--- src/rtl/riscv_pkg.sv ---
// Shared definitions for the 5-stage RISC-V core pipeline registers and
// forwarding logic.
package riscv_pkg;

   // Forwarding mux selects driven by forwarding_unit.
   typedef enum logic [1:0] {
      NO_FWD  = 2'b00,
      FWD_EX  = 2'b01,
      FWD_MEM = 2'b10
   } fwd_sel_e;

   // ALU operation encodings (4-bit ALU op field).
   localparam logic [3:0] ALU_ADD  = 4'd0;
   localparam logic [3:0] ALU_SUB  = 4'd1;
   localparam logic [3:0] ALU_AND  = 4'd2;
   localparam logic [3:0] ALU_OR   = 4'd3;
   localparam logic [3:0] ALU_XOR  = 4'd4;
   localparam logic [3:0] ALU_SLL  = 4'd5;
   localparam logic [3:0] ALU_SRL  = 4'd6;
   localparam logic [3:0] ALU_SRA  = 4'd7;
   localparam logic [3:0] ALU_SLT  = 4'd8;
   localparam logic [3:0] ALU_SLTU = 4'd9;

   // The hard-wired zero register; never a forwarding or hazard source.
   localparam logic [4:0] REG_X0 = 5'd0;

   // Single-bit control bundle carried from ID/EX into EX/MEM.
   typedef struct packed {
      logic write_enable;
      logic mem_read;
      logic mem_write;
      logic alu_src;
   } ctrl_t;

   localparam ctrl_t CTRL_NOP = '0;

   // True when an instruction that really reads `src` names register `dest`.
   function automatic logic reads_reg(input logic       uses,
                                      input logic [4:0] src,
                                      input logic [4:0] dest);
      return uses & (src == dest);
   endfunction

endpackage

--- src/rtl/id_ex_stage_load_use_detector.sv ---
// Combinational load-use hazard detection: the instruction in ID reads the
// destination of a load that currently sits in ID/EX.
module load_use_detector
   import riscv_pkg::*;
(
   input  logic       if_id_valid_i,
   input  logic       id_ex_valid_i,
   input  logic       id_ex_mem_read_i,
   input  logic [4:0] id_ex_dest_addr_i,
   input  logic       id_uses_rs1_i,
   input  logic [4:0] id_src1_addr_i,
   input  logic       id_uses_rs2_i,
   input  logic [4:0] id_src2_addr_i,
   output logic       lu_o
);

   logic load_in_ex;
   logic src_hit;

   // A load to x0 produces nothing to wait for, so it never stalls.
   assign load_in_ex = id_ex_valid_i & id_ex_mem_read_i & (id_ex_dest_addr_i != REG_X0);

   assign src_hit = reads_reg(id_uses_rs1_i, id_src1_addr_i, id_ex_dest_addr_i)
                  | reads_reg(id_uses_rs2_i, id_src2_addr_i, id_ex_dest_addr_i);

   assign lu_o = if_id_valid_i & load_in_ex & src_hit;

endmodule

--- src/rtl/id_ex_stage.sv ---
// ID/EX pipeline register with load-use bubble insertion, downstream hold,
// branch flush and a saturating count of load-use bubbles.
module id_ex_stage
   import riscv_pkg::*;
#(
   parameter int XLEN     = 32,
   parameter int ALU_OP_W = 4,
   parameter int CNT_W    = 16
) (
   input  logic                clk,
   input  logic                rst,
   input  logic                if_id_valid,
   input  logic [XLEN-1:0]     id_pc,
   input  logic [XLEN-1:0]     id_rs1_data,
   input  logic [XLEN-1:0]     id_rs2_data,
   input  logic [XLEN-1:0]     id_imm,
   input  logic [4:0]          id_src1_addr,
   input  logic [4:0]          id_src2_addr,
   input  logic [4:0]          id_dest_addr,
   input  logic                id_uses_rs1,
   input  logic                id_uses_rs2,
   input  logic                id_write_enable,
   input  logic                id_mem_read,
   input  logic                id_mem_write,
   input  logic                id_alu_src,
   input  logic [ALU_OP_W-1:0] id_alu_op,
   input  logic                ex_stall,
   input  logic                flush,
   output logic                id_ex_valid,
   output logic [XLEN-1:0]     id_ex_pc,
   output logic [XLEN-1:0]     id_ex_rs1_data,
   output logic [XLEN-1:0]     id_ex_rs2_data,
   output logic [XLEN-1:0]     id_ex_imm,
   output logic [4:0]          id_ex_src1_addr,
   output logic [4:0]          id_ex_src2_addr,
   output logic [4:0]          id_ex_dest_addr,
   output logic                id_ex_write_enable,
   output logic                id_ex_mem_read,
   output logic                id_ex_mem_write,
   output logic                id_ex_alu_src,
   output logic [ALU_OP_W-1:0] id_ex_alu_op,
   output logic                stall_if_id,
   output logic [CNT_W-1:0]    load_use_count
);

   logic                lu;
   logic                load_bubble;
   logic                load_id;
   logic                count_inc;
   ctrl_t               id_ctrl;

   logic                valid_q,  valid_d;
   logic [XLEN-1:0]     pc_q,     pc_d;
   logic [XLEN-1:0]     rs1_q,    rs1_d;
   logic [XLEN-1:0]     rs2_q,    rs2_d;
   logic [XLEN-1:0]     imm_q,    imm_d;
   logic [4:0]          src1_q,   src1_d;
   logic [4:0]          src2_q,   src2_d;
   logic [4:0]          dest_q,   dest_d;
   ctrl_t               ctrl_q,   ctrl_d;
   logic [ALU_OP_W-1:0] alu_op_q, alu_op_d;
   logic [CNT_W-1:0]    count_q,  count_d;

   assign id_ctrl = '{write_enable: id_write_enable,
                      mem_read:     id_mem_read,
                      mem_write:    id_mem_write,
                      alu_src:      id_alu_src};

   load_use_detector u_load_use_detector (
      .if_id_valid_i     (if_id_valid),
      .id_ex_valid_i     (valid_q),
      .id_ex_mem_read_i  (ctrl_q.mem_read),
      .id_ex_dest_addr_i (dest_q),
      .id_uses_rs1_i     (id_uses_rs1),
      .id_src1_addr_i    (id_src1_addr),
      .id_uses_rs2_i     (id_uses_rs2),
      .id_src2_addr_i    (id_src2_addr),
      .lu_o              (lu)
   );

   // Priority: flush > downstream hold > load-use bubble > load from ID.
   // An invalid ID slot is written as a bubble so no stale fields leak out.
   assign load_bubble = flush | (~ex_stall & (lu | ~if_id_valid));
   assign load_id     = ~flush & ~ex_stall & ~lu & if_id_valid;
   assign count_inc   = lu & ~ex_stall & ~flush;
   assign stall_if_id = ~flush & (ex_stall | lu);

   // Next-state select for the pipeline register (hold by default).
   always_comb begin
      valid_d  = valid_q;
      pc_d     = pc_q;
      rs1_d    = rs1_q;
      rs2_d    = rs2_q;
      imm_d    = imm_q;
      src1_d   = src1_q;
      src2_d   = src2_q;
      dest_d   = dest_q;
      ctrl_d   = ctrl_q;
      alu_op_d = alu_op_q;
      if (load_bubble) begin
         valid_d  = 1'b0;
         pc_d     = '0;
         rs1_d    = '0;
         rs2_d    = '0;
         imm_d    = '0;
         src1_d   = REG_X0;
         src2_d   = REG_X0;
         dest_d   = REG_X0;
         ctrl_d   = CTRL_NOP;
         alu_op_d = '0;
      end else if (load_id) begin
         valid_d  = 1'b1;
         pc_d     = id_pc;
         rs1_d    = id_rs1_data;
         rs2_d    = id_rs2_data;
         imm_d    = id_imm;
         src1_d   = id_src1_addr;
         src2_d   = id_src2_addr;
         dest_d   = id_dest_addr;
         ctrl_d   = id_ctrl;
         alu_op_d = id_alu_op;
      end
   end

   // Saturating bubble counter; sticks at all-ones instead of wrapping.
   always_comb begin
      count_d = count_q;
      if (count_inc && (count_q != {CNT_W{1'b1}})) begin
         count_d = count_q + {{(CNT_W-1){1'b0}}, 1'b1};
      end
   end

   // State registers with asynchronous clear.
   always_ff @(posedge clk or posedge rst) begin
      if (rst) begin
         valid_q  <= 1'b0;
         pc_q     <= '0;
         rs1_q    <= '0;
         rs2_q    <= '0;
         imm_q    <= '0;
         src1_q   <= REG_X0;
         src2_q   <= REG_X0;
         dest_q   <= REG_X0;
         ctrl_q   <= CTRL_NOP;
         alu_op_q <= '0;
         count_q  <= '0;
      end else begin
         valid_q  <= valid_d;
         pc_q     <= pc_d;
         rs1_q    <= rs1_d;
         rs2_q    <= rs2_d;
         imm_q    <= imm_d;
         src1_q   <= src1_d;
         src2_q   <= src2_d;
         dest_q   <= dest_d;
         ctrl_q   <= ctrl_d;
         alu_op_q <= alu_op_d;
         count_q  <= count_d;
      end
   end

   assign id_ex_valid        = valid_q;
   assign id_ex_pc           = pc_q;
   assign id_ex_rs1_data     = rs1_q;
   assign id_ex_rs2_data     = rs2_q;
   assign id_ex_imm          = imm_q;
   assign id_ex_src1_addr    = src1_q;
   assign id_ex_src2_addr    = src2_q;
   assign id_ex_dest_addr    = dest_q;
   assign id_ex_write_enable = ctrl_q.write_enable;
   assign id_ex_mem_read     = ctrl_q.mem_read;
   assign id_ex_mem_write    = ctrl_q.mem_write;
   assign id_ex_alu_src      = ctrl_q.alu_src;
   assign id_ex_alu_op       = alu_op_q;
   assign load_use_count     = count_q;

endmodule

--- config.mk ---
export PLATFORM = sky130hd
export DESIGN_NAME = id_ex_stage
export DESIGN_NICKNAME = d
export VERILOG_FILES = /design/src/rtl/riscv_pkg.sv /design/src/rtl/id_ex_stage_load_use_detector.sv /design/src/rtl/id_ex_stage.sv
export SDC_FILE = /design/constraint.sdc
export NUM_CORES = 1
export LEC_CHECK = 0
export CAP_MARGIN = 5
export CELL_PAD_IN_SITES_DETAIL_PLACEMENT = 1
export CELL_PAD_IN_SITES_GLOBAL_PLACEMENT = 2
export CORE_AREA = 2 2 160 162
export CTS_CLUSTER_DIAMETER = 120
export DETAILED_ROUTE_END_ITERATION = 8
export DIE_AREA = 0 0 162 164
export PLACE_DENSITY = 0.83
export SYNTH_ARGS = -nofsm -noshare
export SYNTH_HDL_FRONTEND = slang
export SYNTH_SLANG_ARGS = --single-unit
--- constraint.sdc ---
create_clock -name clk -period 14 [get_ports clk]
set_input_delay 2.8 -clock clk [delete_from_list [all_inputs] [get_ports clk]]
set_output_delay 2.8 -clock clk [all_outputs]
set_load 0.005 [all_outputs]
# --- Yosys cells after proc, flatten, opt, wreduce, memory -nomap -nowiden ---
# Cells that the tools add are included.
totals:
  inputBits: 158
  output_inout_bits: 169
  elab_cells: 62
  reg_bits: 168
op_classes:
  mux: 20
  eq_ne: 3
  bitwise_logic: 21
  add_sub_neg: 1
  reduce_logical: 3
op_table:
  columns: ["cell", "count"]
  rows:
  - ["$mux W32", 8]
  - ["$mux W5", 6]
  - ["$add A16 B1 Y16 const B", 1]
  - ["$mux W4", 4]
  - ["$ne A16 B16 Y1 const B", 1]
  - ["$and A1 B1 Y1", 13]
  - ["$eq A5 B5 Y1", 2]
  - ["$reduce_bool A5 Y1", 1]
  - ["$not A1 Y1", 4]
  - ["$or A1 B1 Y1", 4]
  - ["$mux W1", 2]
  - ["$reduce_bool A2 Y1", 1]
  - ["$logic_and A1 B1 Y1", 1]

# --- Longest topological paths before layout ---
# Gate-level depths: netlist of run 1.
logic_depth:
  ltp_word: 9
  mapped_depth: 7
  depth_no_buf: 6

# --- Cells and area by module ---
# Synthesis of run 1 repeated with hierarchy kept, for this count alone.
unflattened:
  cells_unflattened: 431
  hier_area_um2: 6217.2
modules_own_cells:
  columns: ["module", "seq_area_each_um2", "n_inst", "area_per_inst_um2", "cells_per_inst"]
  rows:
  - ["id_ex_stage", 4204.0, 1, 6085.8, 414]
  - ["load_use_detector", 0.0, 1, 131.4, 17]

# --- Least setup slack after synthesis of run 1 ---
# Ideal clock, no wire load.
synth_timing:
  kind: "input to output"
  startpoint: "input port ex_stall"
  endpoint: "output port stall_if_id"
  required_ns: 11.200
  stages: 5
  path_buffers: 3
  t_arrival_ns: 3.850
  slack_ns: 7.350
  cell_sequence: "nor2b_1 clkbuf_1 clkbuf_1 clkbuf_1 a41o_1"
synth_via:
  elab_chain_len: 2
synth_rtl:
  columns: ["element", "line_no", "rtl"]
  rows:
  - ["from (decl)", "id_ex_stage.sv:27", "input logic ex_stall,"]
  - ["$or A1 B1 Y1", "id_ex_stage.sv:86", "assign stall_if_id = ~flush & (ex_stall | lu);"]
  - ["$and A1 B1 Y1", "id_ex_stage.sv:86", null]
  - ["to (decl)", "id_ex_stage.sv:42", "output logic stall_if_id,"]
# Every way passes these cells.

# --- Worst setup path after layout of run 1 ---
layout_timing:
  startpoint: "input port id_src1_addr[4]"
  endpoint: "output port stall_if_id"
layout_via:
  elab_chain_len: 6
layout_rtl:
  columns: ["element", "line_no", "rtl"]
  rows:
  - ["from (decl)", "id_ex_stage.sv:17", "input logic [4:0] id_src1_addr,"]
  - ["$eq A5 B5 Y1", "riscv_pkg.sv:41", "return uses & (src == dest);"]
  - ["$and A1 B1 Y1", "riscv_pkg.sv:41", null]
  - ["$or A1 B1 Y1", "id_ex_stage_load_use_detector.sv:24", "| reads_reg(id_uses_rs2_i, id_src2_addr_i, id_ex_dest_addr_i);"]
  - ["$and A1 B1 Y1", "id_ex_stage_load_use_detector.sv:26", "assign lu_o = if_id_valid_i & load_in_ex & src_hit;"]
  - ["$or A1 B1 Y1", "id_ex_stage.sv:86", null]
  - ["$and A1 B1 Y1", "id_ex_stage.sv:86", null]
# Every way passes these cells.

==> results of run 1 <==
## cell usage after synthesis
| library cell | instances | area, µm² |
|---|---|---|
| a211o_1 | 1 | 8.76 |
| a21o_1 | 1 | 7.51 |
| a21oi_1 | 1 | 5.00 |
| a21oi_2 | 1 | 8.76 |
| a21oi_4 | 1 | 16.3 |
| a22o_1 | 151 | 1320 |
| a41o_1 | 1 | 10.0 |
| and3_1 | 5 | 31.3 |
| and4_1 | 1 | 8.76 |
| and4bb_2 | 1 | 12.5 |
| buf_2 | 7 | 35.0 |
| buf_6 | 10 | 113 |
| clkbuf_1 | 18 | 67.6 |
| dfrtp_1 | 168 | 4200 |
| ha_1 | 1 | 12.5 |
| inv_1 | 3 | 11.3 |
| mux2_4 | 1 | 15.0 |
| nand2_1 | 11 | 41.3 |
| nand3_1 | 11 | 55.1 |
| nand3b_1 | 1 | 7.51 |
| nand4_1 | 6 | 37.5 |
| nand4b_1 | 1 | 8.76 |
| nor2_1 | 4 | 15.0 |
| nor2b_1 | 1 | 6.26 |
| nor3_1 | 2 | 10.0 |
| nor4_1 | 3 | 18.8 |
| o22ai_2 | 1 | 12.5 |
| or3b_4 | 1 | 11.3 |
| xnor2_1 | 24 | 210 |
| xor2_1 | 1 | 8.76 |
## stage by stage
stage	total power, mW	hold WS, ns	cell area [µm²]	setup WS [ns]
detailed placement	0.651	0.490	9850	6.36
finish	1.11	0.501	10400	6.35
global placement	0.650	0.487	9850	6.35
floorplan	0.559	0.488	6330	6.65
global route	1.16	0.514	10400	6.28
CTS	1.13	0.505	10400	6.35
## worst reg2reg max path: stages, from the launching register on
cell,delay (ns)
dfrtp_1,0.49
xnor2_1,0.21
nand4_1,0.18
o22ai_2,0.10
buf_4,0.21
a21oi_4,0.16
buf_4,0.71
a22o_1,0.34
## flip-flops by register name (all words and copies together) (netlist names)
signal              cells
id_ex_valid             1
id_ex_src2_addr         5
id_ex_rs2_data         32
id_ex_dest_addr         5
id_ex_src1_addr         5
id_ex_pc               32
id_ex_mem_write         1
load_use_count         16
id_ex_mem_read          1
id_ex_alu_op            4
id_ex_write_enable      1
id_ex_imm              32
id_ex_rs1_data         32
id_ex_alu_src           1
## worst max path at each step
stage,endpoint,from,cells past startpoint,slack [ns]
final,stall_if_id,id_src1_addr[4],7,6.35
after global routing,stall_if_id,id_src1_addr[4],7,6.28
after CTS,stall_if_id,id_src1_addr[4],7,6.35
after detailed placement,stall_if_id,id_src1_addr[4],7,6.36
after global placement,stall_if_id,id_src1_addr[4],7,6.35
after floorplan,id_ex_alu_op[0],rst,1,6.65
## per-layer routing
metal / vias up / part of all wire / global-route usage / wire length [µm]
li1: 2294 / - / - / -
met1: 2602 / 0.43 / 0.193 / 8900
met2: 197 / 0.48 / 0.246 / 9860
met3: 12 / 0.086 / 0.0583 / 1790
met4: 0 / 0.0097 / 0.0382 / 202
met5: - / 0 / 0 / 0
## power groups by stage
stage,clock network (mW),logic [mW],registers [mW]
after global placement,0,0.129,0.521
after floorplan,0,0.0374,0.521
final,0.467,0.128,0.512
after global routing,0.503,0.138,0.514
after detailed placement,0,0.130,0.521
after CTS,0.484,0.131,0.512
## cell usage in the layout (no fill, tap or decap)
master / n
a211o_1: 1
a21o_1: 1
a21oi_1: 1
a21oi_2: 1
a21oi_4: 1
a22o_1: 151
a41o_1: 1
and3_1: 5
and4_1: 1
and4bb_2: 1
buf_4: 6
bufinv_16: 1
clkbuf_1: 2
clkbuf_16: 17
clkdlybuf4s50_1: 326
clkinv_4: 3
clkinvlp_4: 3
dfrtp_1: 168
ha_1: 1
inv_1: 2
inv_6: 5
inv_8: 2
mux2_4: 1
nand2_1: 11
nand3_1: 11
nand3b_1: 1
nand4_1: 6
nand4b_1: 1
nor2_1: 4
nor2b_4: 1
nor3_1: 2
nor4_1: 3
o22ai_2: 1
or3b_4: 1
xnor2_1: 24
xor2_1: 1
## layout make-up
cell class | instances | share of cell area
repair buffers | 332 | 0.317
well taps | 330 | 0.0396
inverters | 3 | 0.00156
multi-input cells | 233 | 0.183
clock buffers | 19 | 0.0415
clock inverters | 13 | 0.0131
flip-flops and latches | 168 | 0.403
## logic make-up after synthesis
family,Yosys count
DFF,168
AOI/OAI and AO/OA,158
buffers and inverters,38
and+or+nand+nor,48
adders and majority gates,1
muxes,1
xor gates and xnor gates,25
==> run summary, run 1 <==
Outcome: finished clean
Worst Skew: 0.0135 ns
Drt drc: 0
Min-Delay Endpoint: load_use_count[15]
CP cell instances: clkdlybuf4s50_1 -> xnor2_1 -> nand4_1 -> o22ai_2 -> buf_4 -> a41o_1 -> clkdlybuf4s50_1
Beginning of the worst hold path: load_use_count[15]
Synth Area in XOR/XNOR: 0.0346
DR iter-0 viols: 245
Final setup vio count: 0
IO buf count: 326
Fmax: 131 MHz
Fillcell total: 2669
Switching Share: 0.247
Warnings, synthesis: 0
WP data required: 11.20 ns
CP top delay family: buffers and inverters
Setup TNS Final: 0 ns
Max incr delay on CP: 0.50 ns
Areal power density over the cells: 106 nW/µm²
Synth Area in Simple Gates: 0.0417
Final Slew Violations: 0
GPL Wtd Cong: 0.723
Root Driver: clkbuf_16
CTS max path bufs: 2
Share of cells above drive strength 1: 0.0573
Sink Count: 168
HPWL Detailed: 14.5 mm
Largest family of logic cells by synthesized area: compound AO/OA/AOI/OAI gates
Max-Cap Viols: 0
Max FO, Critical Path: 17
Clock power frac: 0.422
Final Non-Filler Cells: 1098
Syn Area/Cell: 14.4 µm²
Antenna-violating nets left: 0
Io pins: 327
Post-cts sizing count: 0
1st-pass router iterations: 4
Initial Util: 0.255
Multiplexer area fraction after synthesis: 0.00237
Cts hold-fix bufs: 0
Initial antenna violation count: 0
CP Class: in2out
DP Cell Count: 1066
Synth Register Bits: 168
Final core occ: 0.420
Final-report hold violation count: 0
Later-pin clock latency in the skew report: 0.42 ns
Number of global-route vias before repair: 5375
Hold Crit Depth: 1
Complex-gate fraction of the synthesized area: 0.220
Total GRT Usage: 0.152
Area Growth Syn to Fin: 64.6%
ANT cells: 0
Storage cell area: 4200 µm²
Gate count of the mapped netlist: 439
NetSw: 0.273 mW
Worst-path clk slew: 0.08 ns
Post-layout min period: 7.65 ns
Final wirelength: 20.7 mm
Worst-Margin Slew: 0.980 ns
First-pass GRT wire length: 31.5 mm
CP dominant cell by count: clkdlybuf4s50_1
Internal power: 0.833 mW
Die Ht: 164 µm
Multi-input logic area: 1910 µm²
Hold WC Path Type: reg2reg
Chip width: 162 µm
Largest net degree at the start of global routing: 101
Layout Nets: 914
FP Rows: 58
Leakage Power: 4.51 nW
Setup bufs post-CTS: 0
Via density: 4.65
Worst R2R Setup Slack: 11.52 ns
CTS Buf Count: 17
Adder-cell share of the synthesized area: 0.00198
Worst Path Buf+Inv: 3
Setup repair after global routing missed its margin: no
Synthesized area: 6330 µm²
R2R depth: 7
Htree depth: 4
Routed WL per cell: 18.9 µm
Mapped Nets: 598
Die footprint: 26600 µm²
RR Endpoint: id_ex_rs1_data[12]
Slew headroom: 0.346
CP Capture Type: output pin
Core area: 24800 µm²
Vias post-DR: 5105
Crit path DAT: 4.85 ns
TritonCTS clock tree: done
Worst vdd ir: 58.8 µV
CP max-delay cell: clkdlybuf4s50_1
Yosys cell types: 30
CP startpoint kind: primary input
Total grt overflow: 0
Sequential share of power: 0.463
Tcrit/Tclk final: 0.546
Worst r2r src: id_ex_dest_addr[0]
Sequential share of the synthesized area: 0.664
Comb power frac: 0.116
Note: power is estimated with default switching activity, not from simulation.
==> run 2: changes to the inputs <==
--- a/config.mk
+++ b/config.mk
@@ -8,11 +8,11 @@
 export CAP_MARGIN = 5
 export CELL_PAD_IN_SITES_DETAIL_PLACEMENT = 1
 export CELL_PAD_IN_SITES_GLOBAL_PLACEMENT = 2
-export CORE_AREA = 2 2 160 162
+export CORE_AREA = 2 2 163 165
 export CTS_CLUSTER_DIAMETER = 120
 export DETAILED_ROUTE_END_ITERATION = 8
-export DIE_AREA = 0 0 162 164
-export PLACE_DENSITY = 0.83
+export DIE_AREA = 0 0 165 167
+export PLACE_DENSITY = 0.81
 export SYNTH_ARGS = -nofsm -noshare
 export SYNTH_HDL_FRONTEND = slang
 export SYNTH_SLANG_ARGS = --single-unit
==> constraint.sdc (replaced) <==
create_clock -name clk -period 8 [get_ports clk]
set_input_delay 1.6 -clock clk [delete_from_list [all_inputs] [get_ports clk]]
set_output_delay 1.6 -clock clk [all_outputs]
set_load 0.005 [all_outputs]
==> run summary, run 2 (synthesized netlist as in run 1, its figures left out) <==
Fmax: 194 MHz
Areal power density over the cells: 189 nW/µm² (was 106 nW/µm²)
Later-pin clock latency in the skew report: 0.42 ns (about the same)
Io pins: 327 (unchanged)
Tcrit/Tclk final: 0.646
Worst-path clk slew: 0.07 ns (was 0.08 ns)
CP dominant cell by count: clkdlybuf4s50_1 (unchanged)
CP cell instances: clkdlybuf4s50_1 -> xnor2_1 -> nand4_1 -> o22ai_2 -> buf_4 -> a41o_1 -> clkdlybuf4s50_1 (unchanged)
Total grt overflow: 0 (unchanged)
Slew headroom: 0.303 (was 0.346)
Post-layout min period: 5.17 ns
Chip width: 165 µm (was 162 µm)
Root Driver: clkbuf_16 (unchanged)
Sink Count: 168 (unchanged)
ANT cells: 0 (unchanged)
Htree depth: 4 (unchanged)
Total GRT Usage: 0.150 (was 0.152)
Routed WL per cell: 19.0 µm (was 18.9 µm)
Hold WS: 0.502 ns (was 0.501 ns)
Post-cts sizing count: 0 (unchanged)
DR iter-0 viols: 286 (was 245)
Final wirelength: 21.0 mm (was 20.7 mm)
Drt drc: 0 (unchanged)
Area Growth Syn to Fin: 65.2% (was 64.6%)
Setup WS post-layout: 2.83 ns (was 6.35 ns)
IO buf count: 326 (unchanged)
CP Class: in2out (unchanged)
CTS Buf Count: 17 (unchanged)
Setup TNS Final: 0 ns (unchanged)
CP Capture Type: output pin (unchanged)
Final-report hold violation count: 0 (unchanged)
Final core occ: 0.406 (was 0.420)
Leakage Power: 4.54 nW (was 4.51 nW)
Crit path DAT: 3.57 ns (was 4.85 ns)
Cts hold-fix bufs: 0 (unchanged)
Commonest non-fill, non-tap cell in the layout: clkdlybuf4s50_1 (unchanged)
Die footprint: 27600 µm² (was 26600 µm²)
Outcome: finished clean (unchanged)
Antenna-violating nets left: 0 (unchanged)
CP max-delay cell: clkdlybuf4s50_1 (unchanged)
Placement Setup Slack: 2.77 ns (was 6.36 ns)
Initial Util: 0.246 (was 0.255)
Core area: 25800 µm² (was 24800 µm²)
TritonCTS clock tree: done (unchanged)
GPL Wtd Cong: 0.740 (was 0.723)
Die Ht: 167 µm (was 164 µm)
Worst vdd ir: 118 µV (was 58.8 µV)
Vias post-DR: 5141 (was 5105)
First-pass GRT wire length: 32.0 mm (was 31.5 mm)
Final Slew Violations: 0 (unchanged)
Via density: 4.66 (was 4.65)
Share of cells above drive strength 1: 0.0573 (unchanged)
CTS max path bufs: 2 (unchanged)
Max FO, Critical Path: 17 (unchanged)
Most frequent cells in the layout: 326 x clkdlybuf4s50_1, 168 x dfrtp_1, 151 x a22o_1 (unchanged)
CP startpoint kind: primary input (unchanged)
WP data required: 6.40 ns (was 11.20 ns)
Layout Nets: 914 (unchanged)
Number of global-route vias before repair: 5353 (was 5375)
HPWL Detailed: 14.6 mm (was 14.5 mm)
Max-Cap Viols: 0 (unchanged)
Final setup vio count: 0 (unchanged)
1st-pass router iterations: 4 (unchanged)
Initial antenna violation count: 2 (was 0)
Setup bufs post-CTS: 0 (unchanged)
FP Rows: 59 (was 58)
Worst-Margin Slew: 1.04 ns (was 0.980 ns)
Worst R2R Setup Slack: 4.42 ns (was 11.52 ns)
Hold WC Path Type: reg2reg (unchanged)
Max incr delay on CP: 0.56 ns (was 0.50 ns)
Setup repair after global routing missed its margin: no (unchanged)
Largest net degree at the start of global routing: 101 (unchanged)
Worst Skew: 0.0158 ns (was 0.0135 ns)
-- run 2: cell count changes in the layout (fill, tap and decap cells not counted), sizes merged --
cell,before,now
clkinvlp,3,0
inv,9,10
bufinv,1,2
clkbuf,19,20
-- run 2: per-stage QoR --
stage	std cells	area, µm²	power [mW]
floorplan	439	6330	0.978
global placement	1071	9860	1.14
detailed placement	1071	9860	1.14
CTS	1103	10500	2.02
global route	1103	10500	2.07
finish	1103	10500	1.98
-- run 2: worst paths after layout --
check                      cells past startpoint               start                 end
setup reg to reg                               8  id_ex_dest_addr[3]        id_ex_imm[1]
min in group asynchronous                      2                 rst  id_ex_write_enable
setup / recovery                               7     id_src1_addr[1]         stall_if_id
hold / removal                                 1  id_ex_rs1_data[11]  id_ex_rs1_data[11]
hold reg to reg                                1  id_ex_rs1_data[11]  id_ex_rs1_data[11]
max in group asynchronous                      3                 rst  load_use_count[12]
-- run 2: where the power goes --
part	internal, mW	leakage, nW	switching [mW]
logic	0.141	1.95	0.0824
clock network	0.482	0.296	0.379
registers	0.878	2.30	0.0186
-- run 2: critical path: cells and delay by family --
kind | cells | cell delay, ns
compound gates | 2 | 0.38
buf+inv | 3 | 1.31
simple gates | 1 | 0.12
xor+xnor | 1 | 0.14
-- run 2: area by class of cell --
type	instances	area, µm²
Clock buffer	20	447
Sequential cell	168	4200
Inverter	3	16.3
Tap cell	335	419
Multi-Input combinational cell	233	1910
Timing Repair Buffer	332	3310
Fill cell	2703	15300
Clock inverter	12	155
-- run 2: layer usage --
layer | vias to the layer above | global-route usage | share of wire
met5 | - | 0 | 0.00062
li1 | 2305 | - | -
met2 | 220 | 0.235 | 0.46
met1 | 2597 | 0.194 | 0.44
met4 | 2 | 0.0367 | 0.013
met3 | 17 | 0.0575 | 0.085
==> run 3: changes to the inputs <==
--- a/config.mk
+++ b/config.mk
@@ -8,11 +8,11 @@
 export CAP_MARGIN = 5
 export CELL_PAD_IN_SITES_DETAIL_PLACEMENT = 1
 export CELL_PAD_IN_SITES_GLOBAL_PLACEMENT = 2
-export CORE_AREA = 2 2 163 165
+export CORE_AREA = 2 2 173 175
 export CTS_CLUSTER_DIAMETER = 120
 export DETAILED_ROUTE_END_ITERATION = 8
-export DIE_AREA = 0 0 165 167
-export PLACE_DENSITY = 0.81
+export DIE_AREA = 0 0 175 177
+export PLACE_DENSITY = 0.76
 export SYNTH_ARGS = -nofsm -noshare
 export SYNTH_HDL_FRONTEND = slang
 export SYNTH_SLANG_ARGS = --single-unit
==> constraint.sdc (replaced) <==
create_clock -name clk -period 4.4 [get_ports clk]
set_input_delay 0.88 -clock clk [delete_from_list [all_inputs] [get_ports clk]]
set_output_delay 0.88 -clock clk [all_outputs]
set_load 0.005 [all_outputs]
==> run summary, run 3 (synthesized netlist as in run 1, its figures left out) <==
Max FO, Critical Path: 2 (was 17)
Worst Path Buf+Inv: 2 (was 3)
Commonest non-fill, non-tap cell in the layout: clkdlybuf4s50_1 (unchanged)
Sink Count: 168 (unchanged)
Setup TNS Final: 0 ns (unchanged)
Worst-Margin Slew: 1.03 ns (was 1.04 ns)
Chip width: 175 µm (was 165 µm)
Hold WS: 0.498 ns (was 0.502 ns)
Post-cts sizing count: 0 (unchanged)
Antenna-violating nets left: 0 (unchanged)
Area Growth Syn to Fin: 66.6% (was 65.2%)
Core area: 29200 µm² (was 25800 µm²)
Fmax: 278 MHz
1st-pass router iterations: 4 (unchanged)
Vias post-DR: 5121 (was 5141)
First-pass GRT wire length: 33.5 mm (was 32.0 mm)
IO buf count: 326 (unchanged)
Worst-path clk slew: 0.08 ns (was 0.07 ns)
Final wirelength: 21.6 mm (was 21.0 mm)
Final-report hold violation count: 0 (unchanged)
Drt drc: 0 (unchanged)
Outcome: finished clean (unchanged)
Post-route cell area: 10500 µm² (about the same)
Later-pin clock latency in the skew report: 0.42 ns (about the same)
Share of cells above drive strength 1: 0.0597 (was 0.0573)
Htree depth: 4 (unchanged)
CP Class: in2out (unchanged)
CP Capture Type: output pin (unchanged)
Number of global-route vias before repair: 5530 (was 5353)
Fillcell total: 3102 (was 2703)
Areal power density over the cells: 331 nW/µm² (was 189 nW/µm²)
Worst Skew: 0.0138 ns (was 0.0158 ns)
Most frequent cells in the layout: 326 x clkdlybuf4s50_1, 168 x dfrtp_1, 151 x a22o_1 (unchanged)
DR iter-0 viols: 223 (was 286)
Max incr delay on CP: 0.51 ns (was 0.56 ns)
Final core occ: 0.361 (was 0.406)
Total GRT Usage: 0.140 (was 0.150)
Initial Util: 0.217 (was 0.246)
Io pins: 327 (unchanged)
Hold WC Path Type: reg2reg (unchanged)
Final setup vio count: 0 (unchanged)
Setup bufs post-CTS: 0 (unchanged)
Leakage Power: 4.53 nW (was 4.54 nW)
Die Ht: 177 µm (was 167 µm)
Total power: 3.50 mW (was 1.98 mW)
GPL Wtd Cong: 0.730 (was 0.740)
Post-layout min period: 3.59 ns
Final Slew Violations: 0 (unchanged)
HPWL Detailed: 15.1 mm (was 14.6 mm)
Worst vdd ir: 189 µV (was 118 µV)
CTS Buf Count: 17 (unchanged)
TritonCTS clock tree: done (unchanged)
WP data required: 3.52 ns (was 6.40 ns)
FP Rows: 63 (was 59)
Routed WL per cell: 18.6 µm (was 19.0 µm)
CP max-delay cell: clkdlybuf4s50_1 (unchanged)
Cts hold-fix bufs: 0 (unchanged)
CP cell instances: clkdlybuf4s50_1 -> xnor2_1 -> nand4_1 -> o22ai_2 -> a41o_1 -> clkdlybuf4s50_1 (was clkdlybuf4s50_1 -> xnor2_1 -> nand4_1 -> o22ai_2 -> buf_4 -> a41o_1 -> clkdlybuf4s50_1)
CTS max path bufs: 2 (unchanged)
Slew headroom: 0.316 (was 0.303)
Die footprint: 31000 µm² (was 27600 µm²)
Initial antenna violation count: 2 (unchanged)
Tcrit/Tclk final: 0.816
Max-Cap Viols: 0 (unchanged)
Crit path DAT: 2.71 ns (was 3.57 ns)
Setup repair after global routing missed its margin: no (unchanged)
Root Driver: clkbuf_16 (unchanged)
Layout Nets: 916 (was 914)
Via density: 4.41 (was 4.66)
CP top delay family: buffers and inverters (unchanged)
CP dominant cell by count: clkdlybuf4s50_1 (unchanged)
Total grt overflow: 0 (unchanged)
Largest net degree at the start of global routing: 153 (was 101)
CP startpoint kind: primary input (unchanged)
Placed Area: 9990 µm² (was 9860 µm²)
[run 3: changes by cell type in the layout (fill, tap and decap cells not counted), sizes merged]
cell      previous run  this run
clkinvlp             0         3
buf                  6         8
bufinv               2         0
diode                0         2
inv                 10         8
clkinv               3         4
[run 3: path summary, 6_finish.rpt]
| check | slack, ns | cells past startpoint | end | from |
|---|---|---|---|---|
| setup / recovery | 0.81 | 6 | stall_if_id | id_src1_addr[4] |
| hold / removal | 0.50 | 1 | load_use_count[13] | load_use_count[13] |
| setup reg to reg | 2.10 | 7 | id_ex_rs1_data[26] | id_ex_dest_addr[4] |
| hold reg to reg | 0.50 | 1 | load_use_count[13] | load_use_count[13] |
| max in group asynchronous | 2.65 | 3 | id_ex_src2_addr[4] | rst |
| min in group asynchronous | 0.90 | 2 | load_use_count[13] | rst |
[run 3: worst reg2reg max path: cells and delay by family, from the launching register on]
family / cells / cell delay, ns
AOI/OAI and AO/OA: 3 / 0.67
xor gates and xnor gates: 1 / 0.30
buffers and inverters: 2 / 0.60
DFF: 1 / 0.46
and+or+nand+nor: 1 / 0.17
[run 3: metal layers]
metal | up-vias | wire [µm] | track usage
met4 | 0 | 193 | 0.0368
met2 | 194 | 10600 | 0.229
met1 | 2612 | 9340 | 0.176
met3 | 10 | 1480 | 0.0464
met5 | - | 0 | 0
li1 | 2305 | - | -
[run 3: cell type report]
| type | instances | area (µm²) | share of cell area |
|---|---|---|---|
| Timing Repair Buffer | 334 | 3370 | 0.320 |
| Antenna cell | 2 | 5.00 | 0.000474 |
| Tap cell | 390 | 488 | 0.0463 |
| Clock inverter | 12 | 108 | 0.0102 |
| Sequential cell | 168 | 4200 | 0.399 |
| Inverter | 3 | 15.0 | 0.00142 |
| Multi-Input combinational cell | 233 | 1910 | 0.181 |
| Clock buffer | 20 | 447 | 0.0423 |
[run 3: metrics by stage]
| step | std cells | worst slack, ns |
|---|---|---|
| after floorplan | 439 | 1.38 |
| after global routing | 1162 | 0.658 |
| after CTS | 1160 | 0.745 |
| after detailed placement | 1128 | 0.754 |
| final | 1162 | 0.808 |
| after global placement | 1128 | 0.744 |
[run 3: report_power, final]
group / internal (mW) / switching, mW
clock network: 0.759 / 0.694
logic: 0.262 / 0.153
registers: 1.60 / 0.0330
total: 2.62 / 0.880
==> patch 1 (flow settings as in run 3) <==
`CNT_W`: 16 -> 32.
--- a/src/rtl/id_ex_stage.sv
+++ b/src/rtl/id_ex_stage.sv
@@ -7,3 +7,3 @@
    parameter int ALU_OP_W = 4,
-   parameter int CNT_W    = 16
+   parameter int CNT_W    = 32
 ) (
Interface: changed (resized load_use_count); port bits go from 327 to 343. No check against the original RTL was run, so the function may have changed too.
==> patch 1 against run 3 <==
Wire length grew 11%. Setup slack worse by 0.52 ns. Die area is the same. Via count up 11%. Power is 9.8% higher. Sequential cell count up 16. Cell area increased by 9.3%. Utilization is 3.4 points higher. Non-clock buffer count grew 16. Area after synthesis increased by 11%. Sequential power grew 9%. Largest cell class unchanged. Highest routed layer is now met5.
==> patch 1: results (changes against run 3) <==
status finished, final reports clean; IO Port Bufs 342 (+4.9%); Post-DP HPWL 17000 um (+13%); # fillers 3106 (+0.13%); global-route wire length before repair 37700 um (+13%); GR Util All Layers 0.159 (+0.0195); Post-Syn Nets 671 (+12%); WL final 24100 um (+11%); fraction of area in multi-input gates 0.194 (+0.0128); routed len/inst 19.3 um (+3.6%); placed insts 1217 (+7.9%); hold path startpoint load_use_count[23]$_DFFE_PP0P_; clk_buf instances 18 (-10%); clk_lat worst skew 0.44 ns (+0.02 ns); P_sw 0.000907 W (+3.1%); GPL Wtd Cong 0.750 (+2.8%); Synth Area in XOR/XNOR 0.0512 (+0.0167); LEAKAGE 5.04 nW (+11%); Clock Skew 0.0117 ns (-0.00213 ns); non-clk buf share 0.307 (-0.0124); vias in the first global route 6072 (+9.8%); clock share of power 0.428 (+0.012); peak supply drop 242 uV (+28%); register area share after synthesis 0.657 (-0.00687); critical path data arrival time 3.24 ns (+0.53 ns); nets 1005 (+9.7%); dpl ws 0.227 ns (-0.527 ns); post-synthesis mux area share 0.00214 (-0.000229); critical path fanouts, max 3 (+1); Synth Area in Compound Gates 0.195 (-0.0249); Cell Int Power 0.00293 W (+12%); Syn Inst Count 512 (+17%); synth cell count leaders 184 x dfrtp_1, 151 x a22o_1, 25 x clkbuf_1, 21 x xor2_1, 20 x xnor2_1; Area contributors post-synth dfrtp_1 66%, a22o_1 19%, xor2_1 2.6%, xnor2_1 2.5%, clkbuf_1 1.3%; layout cells sized above 1 0.0582 (-0.00153)
patch 1: worst paths after layout:
kind	end	slack, ns	cells after the start
max	stall_if_id	0.28	8
min	load_use_count[23]$_DFFE_PP0P_	0.50	1
max reg2reg	load_use_count[1]$_DFFE_PP0P_	1.78	6
min reg2reg	load_use_count[23]$_DFFE_PP0P_	0.50	1
max in group asynchronous	id_ex_rs2_data[25]$_DFFE_PP0P_	2.72	3
min in group asynchronous	id_ex_src2_addr[1]$_DFFE_PP0P_	0.87	2
patch 1: routing by layer:
layer  GRT usage  vias up  wire length, um
met1       0.201     2880            10300
met2       0.249      218            11300
li1            -     2576                -
met4      0.0576        2              495
met5           0        -                7
met3      0.0584       28             1950
patch 1: worst reg2reg max path, delay by kind of cell, from the launching register on:
kind	cells	cell delay (ns)
adders and majority gates	1	0.27
muxes	1	0.33
and+or+nand+nor	4	1.48
DFF	1	0.42
==> patch 2 (settings of run 3) <==
Made on the original files. Make the reset (`rst`) synchronous in one clocked block. Comments in the files are not updated.
--- a/src/rtl/id_ex_stage.sv
+++ b/src/rtl/id_ex_stage.sv
@@ -133,3 +133,3 @@
    // State registers with asynchronous clear.
-   always_ff @(posedge clk or posedge rst) begin
+   always_ff @(posedge clk) begin
       if (rst) begin
Function: differs if rst is asserted again (counterexample within 4 cycles, from zero or initial values and one cycle with rst high); with rst held inactive, the same outputs for 4 cycles.
==> patch 2 against run 3 <==
First-iteration DRC count rose to 2.6 times the old value. Critical path depth rose by 1. Synthesized cell count rose by 140%. Maximum frequency fell by 2.3%. Wire length rose by 75%. Global-route usage rose by 9.8 points. Setup slack got worse by 0.086 ns. Sequential cell count did not move. Area after synthesis rose by 44%. Power fell by 1.6%. Cell area rose by 24%.
==> patch 2: results (changes against run 3) <==
peak supply drop 203 uV (+7.6%); largest net degree at the start of global routing 152 (-0.65%); Sw Ratio 0.264 (+0.0126); met2 wire length 17800 um (+67%); critical path data arrival time 2.80 ns (+0.09 ns); Global Route met1 Usage 0.319 (+0.142); metal3 WL 2050 um (+39%); Worst Hold Class reg2reg; Least-Margin Pin Slew 0.984 ns (-0.0412 ns); DR iter-0 viols 588 (+160%); Post-DP HPWL 22800 um (+51%); Synth Area in Compound Gates 0.397 (+0.178); clk_lat worst skew 0.43 ns; clock share of power 0.430 (+0.014); M1 wire length 17400 um (+87%); register area share after synthesis 0.369 (-0.295); Synth Area in XOR/XNOR 0.00962 (-0.0250); nets 1409 (+54%); Syn Inst Count 1035 (+140%); routed len/inst 22.8 um (+23%); status finished, final reports clean; grt met2 use 0.389 (+0.160); vias in the first global route 9928 (+80%); DR vias 9716 (+90%); P_seq 0.00155 W (-5%); max incr delay on CP 0.55 ns (+0.04 ns); # fillers 3280 (+5.7%); clk root buf clkbuf_16; Area contributors post-synth dfxtp_1 37%, a221oi_1 15%, o211ai_1 12%, nor2b_1 11%, a31oi_1 10%; Post-Syn Nets 1194 (+100%); LEAKAGE 3.89 nW (-14%); Clock Skew 0.0159 ns (+0.00209 ns); GPL Wtd Cong 0.770 (+5.6%); ys async rst share 0 (-1.00); IO Port Bufs 326 (unchanged); CTS Buffer Depth 2 (unchanged); met3 usage 0.0546 (+0.00816); GR Util All Layers 0.238 (+0.0984); post-synthesis mux area share 0.00618 (+0.00381); Worst-path clk slew approximately 0.07 ns; Adder-Cell Fraction of Synth Area 0.00137 (-0.000602); WL final 37800 um (+75%); synth cell count leaders 168 x dfxtp_1, 156 x nor2b_1, 151 x a221oi_1, 150 x a31oi_1, 150 x o211ai_1; layout cells sized above 1 0.0563 (-0.00348); DR pass1 iterations 5 (+1); Synth cell types 42 (+40%); placed insts 1621 (+44%)
-- patch 2: cell types whose count changed in the layout (fill, tap and decap cells not counted), sizes merged, moves of 151 or more --
cell           run 3  this run
dfxtp              0       168
a221oi             0       151
nor2b              1       156
a22o             151         0
dfrtp            168         0
-- patch 2: layout make-up --
class | instances | area (um2) | share of cell area
Antenna cell | 2 | 5.00 | 0.000381
Multi-Input combinational cell | 708 | 5090 | 0.388
Timing Repair Buffer | 352 | 3610 | 0.275
Tap cell | 390 | 488 | 0.0372
Inverter | 3 | 13.8 | 0.00105
Clock inverter | 12 | 119 | 0.00906
Clock buffer | 19 | 433 | 0.0330
Sequential cell | 168 | 3360 | 0.256
-- patch 2: through the flow --
stage / total power [W] / utilization / hold WS, ns / instance area [um2] / worst slack (ns)
2_1_floorplan: 0.00174 / - / 0.480 / 9110 / 1.52
3_3_place_gp: 0.00200 / 0.430 / 0.485 / 12600 / 0.688
3_5_place_dp: 0.00200 / 0.430 / 0.500 / 12600 / 0.701
4_1_cts: 0.00348 / 0.449 / 0.513 / 13100 / 0.695
5_1_grt: 0.00357 / 0.449 / 0.561 / 13100 / 0.584
6_report: 0.00344 / 0.449 / 0.511 / 13100 / 0.722
-- patch 2: worst paths after layout --
path,slack (ns),cells after the start,from,endpoint
setup / recovery,0.72,7,id_src1_addr[4],stall_if_id
hold / removal,0.51,2,load_use_count[7]$_SDFFE_PP0P_,load_use_count[7]$_SDFFE_PP0P_
setup reg to reg,1.70,6,id_ex_dest_addr[4]$_SDFFE_PP0P_,id_ex_imm[30]$_SDFFE_PP0P_
hold reg to reg,0.51,2,load_use_count[7]$_SDFFE_PP0P_,load_use_count[7]$_SDFFE_PP0P_
-- patch 2: tightest hold or removal path, stage by stage (launching register included) --
cell	delay, ns
dfxtp_1	0.34
o31ai_1	0.07
a21oi_1	0.06
